File: config.mk
export PLATFORM = sky130hd
export DESIGN_NAME = id_exe_reg
export DESIGN_NICKNAME = d
export VERILOG_FILES = /design/src/rtl/id_exe_reg_pkg.sv /design/src/rtl/id_exe_reg_pipe_field_reg.sv /design/src/rtl/id_exe_reg.sv
export SDC_FILE = /design/constraint.sdc
export NUM_CORES = 1
export LEC_CHECK = 0
export CELL_PAD_IN_SITES_DETAIL_PLACEMENT = 0
export CELL_PAD_IN_SITES_GLOBAL_PLACEMENT = 2
export CORE_ASPECT_RATIO = 1.25
export CORE_MARGIN = 4
export CORE_UTILIZATION = 24
export CTS_CLUSTER_DIAMETER = 100
export DETAILED_ROUTE_END_ITERATION = 6
export GPL_ROUTABILITY_DRIVEN = 0
export MAX_ROUTING_LAYER = met4
export PLACE_DENSITY_LB_ADDON = 0.1
export SYNTH_ARGS = -nofsm -noshare
export SYNTH_HDL_FRONTEND = slang
export SYNTH_SLANG_ARGS = --single-unit
File: constraint.sdc
create_clock -name clk -period 2.4 [get_ports clk]
set_clock_uncertainty 0.05 [all_clocks]
set_input_delay 0.36 -clock clk [delete_from_list [all_inputs] [get_ports clk]]
set_output_delay 0.36 -clock clk [all_outputs]
set_load 0.01 [all_outputs]
File: src/rtl/id_exe_reg_pkg.sv
// Purpose : shared widths, bubble constants and control-gating helper for the ID/EX register.
// Latency : n/a (declarations only).
// Backpr. : n/a; freeze/flush handling lives in id_exe_reg.
// Contents: width localparams, control-flag struct, bubble constants, gate_ctrl_flags().
package id_exe_reg_pkg;

  localparam int ADDRESS_LEN         = 32;
  localparam int REGISTER_LEN        = 32;
  localparam int EXECUTE_COMMAND_LEN = 4;
  localparam int SHIFT_OPERAND_LEN   = 12;
  localparam int REGFILE_ADDRESS_LEN = 4;
  localparam int BUBBLE_CNT_LEN      = 16;
  localparam int SIGNED_IMM_LEN      = 24;
  localparam int STATUS_LEN          = 4;

  // One-bit decoded controls that must be zero in a bubble slot.
  typedef struct packed {
    logic mem_read;
    logic mem_write;
    logic wb_enable;
    logic branch_taken;
    logic status_write_enable;
  } ctrl_flags_t;

  localparam int CTRL_FLAG_CNT = $bits(ctrl_flags_t);

  localparam ctrl_flags_t CTRL_FLAGS_BUBBLE = '0;

  // ALU command of a bubble: all zeros, i.e. no operation reaches execute.
  localparam logic [EXECUTE_COMMAND_LEN-1:0] EXE_CMD_BUBBLE = '0;

  // A slot without a real instruction must not produce side effects.
  function automatic ctrl_flags_t gate_ctrl_flags(input ctrl_flags_t flags, input logic valid);
    return valid ? flags : CTRL_FLAGS_BUBBLE;
  endfunction

endpackage

File: src/rtl/id_exe_reg_pipe_field_reg.sv
// Purpose : generic field-group register with async clear, hold and synchronous clear.
// Latency : 1 cycle from d_i to q_o.
// Backpr. : hold_i freezes the contents (wins over clr_i); clr_i loads all zeros.
// Ports   : clk_i, rst_ni (async active-low), hold_i, clr_i, d_i[WIDTH], q_o[WIDTH].
module pipe_field_reg #(
  parameter int WIDTH = 8
) (
  input  logic             clk_i,
  input  logic             rst_ni,
  input  logic             hold_i,
  input  logic             clr_i,
  input  logic [WIDTH-1:0] d_i,
  output logic [WIDTH-1:0] q_o
);

  logic [WIDTH-1:0] field_d;
  logic [WIDTH-1:0] field_q;

  always_comb begin
    field_d = field_q;
    if (!hold_i) begin
      field_d = clr_i ? '0 : d_i;
    end
  end

  always_ff @(posedge clk_i or negedge rst_ni) begin
    if (!rst_ni) begin
      field_q <= '0;
    end else begin
      field_q <= field_d;
    end
  end

  assign q_o = field_q;

endmodule

File: src/rtl/id_exe_reg.sv
// Purpose : ID/EX pipeline register of the 5-stage ARM core, with valid flag and bubble counter.
// Latency : exactly 1 cycle, every output is registered.
// Backpr. : freeze holds all state (over flush); flush inserts an all-zero bubble.
// Ports   : clk, rst (async active-low), freeze, flush, valid_in, decoded *_in fields,
//           matching *_out fields, valid_out, bubble_count (saturating squash counter).
module id_exe_reg
  import id_exe_reg_pkg::*;
#(
  parameter int ADDRESS_LEN         = id_exe_reg_pkg::ADDRESS_LEN,
  parameter int REGISTER_LEN        = id_exe_reg_pkg::REGISTER_LEN,
  parameter int EXECUTE_COMMAND_LEN = id_exe_reg_pkg::EXECUTE_COMMAND_LEN,
  parameter int SHIFT_OPERAND_LEN   = id_exe_reg_pkg::SHIFT_OPERAND_LEN,
  parameter int REGFILE_ADDRESS_LEN = id_exe_reg_pkg::REGFILE_ADDRESS_LEN,
  parameter int BUBBLE_CNT_LEN      = id_exe_reg_pkg::BUBBLE_CNT_LEN
) (
  input  logic                           clk,
  input  logic                           rst,
  input  logic                           freeze,
  input  logic                           flush,
  input  logic                           valid_in,
  input  logic [ADDRESS_LEN-1:0]         PC_in,
  input  logic                           mem_read_in,
  input  logic                           mem_write_in,
  input  logic                           wb_enable_in,
  input  logic                           branch_taken_in,
  input  logic                           status_write_enable_in,
  input  logic                           immediate_in,
  input  logic [EXECUTE_COMMAND_LEN-1:0] execute_command_in,
  input  logic [REGISTER_LEN-1:0]        reg_file_out1_in,
  input  logic [REGISTER_LEN-1:0]        reg_file_out2_in,
  input  logic [REGFILE_ADDRESS_LEN-1:0] src1_in,
  input  logic [REGFILE_ADDRESS_LEN-1:0] src2_in,
  input  logic [REGFILE_ADDRESS_LEN-1:0] dest_reg_in,
  input  logic [SIGNED_IMM_LEN-1:0]      signed_immediate_in,
  input  logic [SHIFT_OPERAND_LEN-1:0]   shift_operand_in,
  input  logic [STATUS_LEN-1:0]          status_in,
  output logic                           valid_out,
  output logic [ADDRESS_LEN-1:0]         PC_out,
  output logic                           mem_read_out,
  output logic                           mem_write_out,
  output logic                           wb_enable_out,
  output logic                           branch_taken_out,
  output logic                           status_write_enable_out,
  output logic                           immediate_out,
  output logic [EXECUTE_COMMAND_LEN-1:0] execute_command_out,
  output logic [REGISTER_LEN-1:0]        reg_file_out1_out,
  output logic [REGISTER_LEN-1:0]        reg_file_out2_out,
  output logic [REGFILE_ADDRESS_LEN-1:0] src1_out,
  output logic [REGFILE_ADDRESS_LEN-1:0] src2_out,
  output logic [REGFILE_ADDRESS_LEN-1:0] dest_reg_out,
  output logic [SIGNED_IMM_LEN-1:0]      signed_immediate_out,
  output logic [SHIFT_OPERAND_LEN-1:0]   shift_operand_out,
  output logic [STATUS_LEN-1:0]          status_out,
  output logic [BUBBLE_CNT_LEN-1:0]      bubble_count
);

  localparam int CTRL_W = CTRL_FLAG_CNT + EXECUTE_COMMAND_LEN;
  localparam int DATA_W = ADDRESS_LEN + 2 * REGISTER_LEN + 3 * REGFILE_ADDRESS_LEN
                        + SIGNED_IMM_LEN + SHIFT_OPERAND_LEN + 1;

  // ---------------------------------------------------------------------------
  // Control group: side-effect controls are forced to a bubble when the
  // decode slot is empty, so only real instructions can act in execute.
  // ---------------------------------------------------------------------------
  ctrl_flags_t                    ctrl_flags_in;
  ctrl_flags_t                    ctrl_flags_gated;
  logic [EXECUTE_COMMAND_LEN-1:0] exe_cmd_gated;
  logic [CTRL_W-1:0]              ctrl_d;
  logic [CTRL_W-1:0]              ctrl_q;

  assign ctrl_flags_in    = {mem_read_in, mem_write_in, wb_enable_in,
                             branch_taken_in, status_write_enable_in};
  assign ctrl_flags_gated = gate_ctrl_flags(ctrl_flags_in, valid_in);
  assign exe_cmd_gated    = valid_in ? execute_command_in
                                     : EXECUTE_COMMAND_LEN'(EXE_CMD_BUBBLE);
  assign ctrl_d           = {ctrl_flags_gated, exe_cmd_gated};

  pipe_field_reg #(.WIDTH(CTRL_W)) u_ctrl_reg (
    .clk_i  (clk),
    .rst_ni (rst),
    .hold_i (freeze),
    .clr_i  (flush),
    .d_i    (ctrl_d),
    .q_o    (ctrl_q)
  );

  assign {mem_read_out, mem_write_out, wb_enable_out, branch_taken_out,
          status_write_enable_out, execute_command_out} = ctrl_q;

  // ---------------------------------------------------------------------------
  // Data group: operands, indices and immediates load even for an empty slot;
  // they are harmless without the controls and only cleared by a flush.
  // ---------------------------------------------------------------------------
  logic [DATA_W-1:0] data_d;
  logic [DATA_W-1:0] data_q;

  assign data_d = {PC_in, reg_file_out1_in, reg_file_out2_in, src1_in, src2_in,
                   dest_reg_in, signed_immediate_in, shift_operand_in, immediate_in};

  pipe_field_reg #(.WIDTH(DATA_W)) u_data_reg (
    .clk_i  (clk),
    .rst_ni (rst),
    .hold_i (freeze),
    .clr_i  (flush),
    .d_i    (data_d),
    .q_o    (data_q)
  );

  assign {PC_out, reg_file_out1_out, reg_file_out2_out, src1_out, src2_out,
          dest_reg_out, signed_immediate_out, shift_operand_out, immediate_out} = data_q;

  // ---------------------------------------------------------------------------
  // Status group: NZCV snapshot at decode (execute consumes the carry).
  // ---------------------------------------------------------------------------
  pipe_field_reg #(.WIDTH(STATUS_LEN)) u_status_reg (
    .clk_i  (clk),
    .rst_ni (rst),
    .hold_i (freeze),
    .clr_i  (flush),
    .d_i    (status_in),
    .q_o    (status_out)
  );

  // ---------------------------------------------------------------------------
  // Valid flag and saturating bubble counter. The counter only counts real
  // instructions squashed by a flush; a frozen edge never counts, even if
  // flush is high, because the branch is still in execute and will re-flush.
  // ---------------------------------------------------------------------------
  logic                      valid_d;
  logic                      valid_q;
  logic [BUBBLE_CNT_LEN-1:0] bubble_cnt_d;
  logic [BUBBLE_CNT_LEN-1:0] bubble_cnt_q;

  always_comb begin
    valid_d      = valid_q;
    bubble_cnt_d = bubble_cnt_q;
    if (!freeze) begin
      if (flush) begin
        valid_d = 1'b0;
        if (valid_in && (bubble_cnt_q != '1)) begin
          bubble_cnt_d = bubble_cnt_q + BUBBLE_CNT_LEN'(1);
        end
      end else begin
        valid_d = valid_in;
      end
    end
  end

  always_ff @(posedge clk or negedge rst) begin
    if (!rst) begin
      valid_q      <= 1'b0;
      bubble_cnt_q <= '0;
    end else begin
      valid_q      <= valid_d;
      bubble_cnt_q <= bubble_cnt_d;
    end
  end

  assign valid_out    = valid_q;
  assign bubble_count = bubble_cnt_q;

endmodule

==> metrics.yaml <==
setup.worst_path.end_class: "primary output"
grt_pass1_vias: 6246
netlist_instances: 736
cp-endpoint: "bubble_count[4]"
synth_edf_count: 0
dpl.hpwl_mm: 17.0
overflow: 0
wire_per_inst_um: 16.6
clock-sinks: 175
wl_met3_mm: 2.10
cap_violations: 0
initial_utilization: 0.243
final.min_clock_period_ns: 1.92
synth_cell_types: 33
post-synth-top-area-fraction: 0.597
core_um2: 30100
async_flop_share: 1.00
max_freq_ghz: 0.521
crit_start: "bubble_count[4]$_DFFE_PN0P_"
crit_family: "buffers and inverters"
synthesis.nets: 900
cts_max_path_buffers: 2
grt_antenna_before_repair: 1
dp.cells: 1431
cts_resized: 0
drive_gt1_frac: 0.0461
ys_seq_area_frac: 0.597
cp.depth: 1
rr_worst_depth: 5
die_y_um: 203
wl_met1_mm: 10.4
syn_area_um2: 7330
status: "finished clean"
peakVddDrop_mv: 0.340
cts_buffers: 17
dr_wl_met2_mm: 11.5
arrival_ns: 1.51
power_mw: 7.60
portBuffers: 337
slowest_stage: "clkdlybuf4s50_1"
r2r_start: "bubble_count[0]$_DFFE_PN0P_"
worstSetupStartpointType: "flop"
crit_type: "flop to primary output"
yosys_register_bits: 175
p_leak_nw: 4.89
r2r_end: "bubble_count[1]$_DFFE_PN0P_"
layout.cells.non_filler: 1464
routed_via_density: 4.14
yosysMostFrequentCell: "dfrtp_1"
rows: 71
vias: 6054
io_pins: 338
critical-path-max-stage-delay_ns: 0.59
drt-total-wl_mm: 24.4
tritoncts: "done"
synth_ff_type: "dfrtp_1"
track_usage: 0.149
worstPathRequired_ns: 1.99
finalMaxSlewViolations: 0
yosysTopAreaCell: "dfrtp_1"
layout_setup_ws_ns: 0.481
tightest_slew_ns: 0.618
drtIter0Drc: 282
nFillCells: 3039
cts_setup_buffers: 0
finalSetupViolations: 0
synth_area_leaders: "dfrtp_1 (60%), nand2b_1 (13%), o21ai_0 (10%)"
cts.htree.levels: 4
hold_viol_final: 0
clock_latency_ns: 0.42
remaining_drc_errors: 0
hp-class: "input pin to flop"
grt_pass1_wl_mm: 37.3
yosysWarnings: 0
nets: 1214
setup_tns_ns: 0
cp_max_fo: 8
p_per_area_nw_per_um2: 648
ant_nets: 0
crit_chain: "clkdlybuf4s50_1"
synthTopCellsByCount: "dfrtp_1 (175), nand2_1 (154), o21ai_0 (151)"
die_w_um: 164
syn_area_per_cell_um2: 9.96
grt_max_degree: 159
cts-root-buf: "clkbuf_16"
first_pass_iters: 4
crit_buf_inv: 1
synthToLayoutAreaGrowth_pct: 60.1
timing.reg2reg.setup_slack_ns: 0.48
die_area_um2: 33400
finalCritPeriodShare: 0.800
max-slew-margin-rel: 0.588
post-place-ws_ns: 0.245
topRoutingLayerUsed: "met4"
rsz0062_at_grt: "false"
path_clk_slew_ns: 0.07
hold_slack_ns: 0.196
## worst min-delay path by stage
stage,start,to,slack (ns),depth (start not counted)
3_5_place_dp,rst,bubble_count[13]$_DFFE_PN0P_,0.27,1
5_1_grt,freeze,u_data_reg.q_o[132]$_DFFE_PN0N_,0.19,2
3_3_place_gp,rst,bubble_count[15]$_DFFE_PN0P_,0.27,1
6_report,freeze,u_data_reg.q_o[126]$_DFFE_PN0N_,0.20,2
2_1_floorplan,rst,bubble_count[0]$_DFFE_PN0P_,0.01,0
4_1_cts,freeze,u_data_reg.q_o[132]$_DFFE_PN0N_,0.17,2
## repair_timing
action / CTS / global route
hold endpoints to repair: 37 / 0
hold buffers: 1 / 0
setup endpoints to repair: 0 / 0
## report_power, final
part	switching, mW	leakage [nW]	total (mW)	internal, mW
registers	0.161	2.29	3.35	3.19
clock network	1.20	0.274	2.85	1.64
logic	0.585	2.33	1.40	0.819
## metal layers
layer / track usage / vias up
met3: 0.0528 / 17
met4: 0.0432 / 0
met1: 0.180 / 2798
met5: - / -
li1: - / 3027
met2: 0.235 / 212
## state kept, by name, summed over array words and instances (netlist names)
name / flops
u_status_reg.q_o: 4
valid_out: 1
bubble_count: 16
u_ctrl_reg.q_o: 9
u_data_reg.q_o: 145
## final cells by class
class / count / area [um^2] / share of cell area
clock inverter: 8 / 106 / 0.00906
sequential: 175 / 4380 / 0.373
tap: 401 / 502 / 0.0428
timing repair buffer: 346 / 3520 / 0.300
multi-input combinational: 510 / 2740 / 0.233
antenna: 1 / 2.50 / 0.000213
clock buffer: 23 / 488 / 0.0416
## cell families (layout without fill, tap and decap cells)
group                      after synthesis  count (layout)  share of synthesized area
and+or+nand+nor                        331             331                      0.235
xor gates and xnor gates                13              13                     0.0155
AOI/OAI and AO/OA                      164             164                      0.118
buffers and inverters                   51             377                     0.0294
adders and majority gates                1               1                    0.00171
other                                    0               1                          0
muxes                                    1               1                    0.00205
DFF                                    175             175                      0.597
## per-stage QoR
stage / instance area [um^2] / utilization
floorplan: 7330 / -
global placement: 11100 / 0.369
detailed placement: 11100 / 0.369
CTS: 11700 / 0.390
global route: 11700 / 0.390
finish: 11700 / 0.390
## worst reg2reg max path, delay by kind of cell, from the launching register on
| kind | cells | cell delay [ns] |
|---|---|---|
| simple gates | 3 | 0.84 |
| mux | 1 | 0.31 |
| flops | 1 | 0.41 |
| fa+ha+maj | 1 | 0.21 |
## cell usage in the layout, fill, tap and decap left out, types with 2 or more instances in the layout
master / netlist / final
dfrtp_1: 175 / 175
bufinv_16: 0 / 2
buf_12: 0 / 6
clkinvlp_4: 0 / 5
nor2_1: 3 / 3
nand2b_1: 147 / 147
a22o_1: 11 / 11
nand2_1: 154 / 154
nor4_1: 3 / 3
clkbuf_8: 2 / 5
nand4_2: 2 / 2
clkbuf_16: 0 / 17
clkdlybuf4s50_1: 0 / 334
xor2_1: 12 / 12
nand4_1: 4 / 4
nor3_1: 5 / 5
clkbuf_1: 43 / 2
buf_4: 1 / 3
o21ai_0: 151 / 151
(Power assumes the default switching activity.)
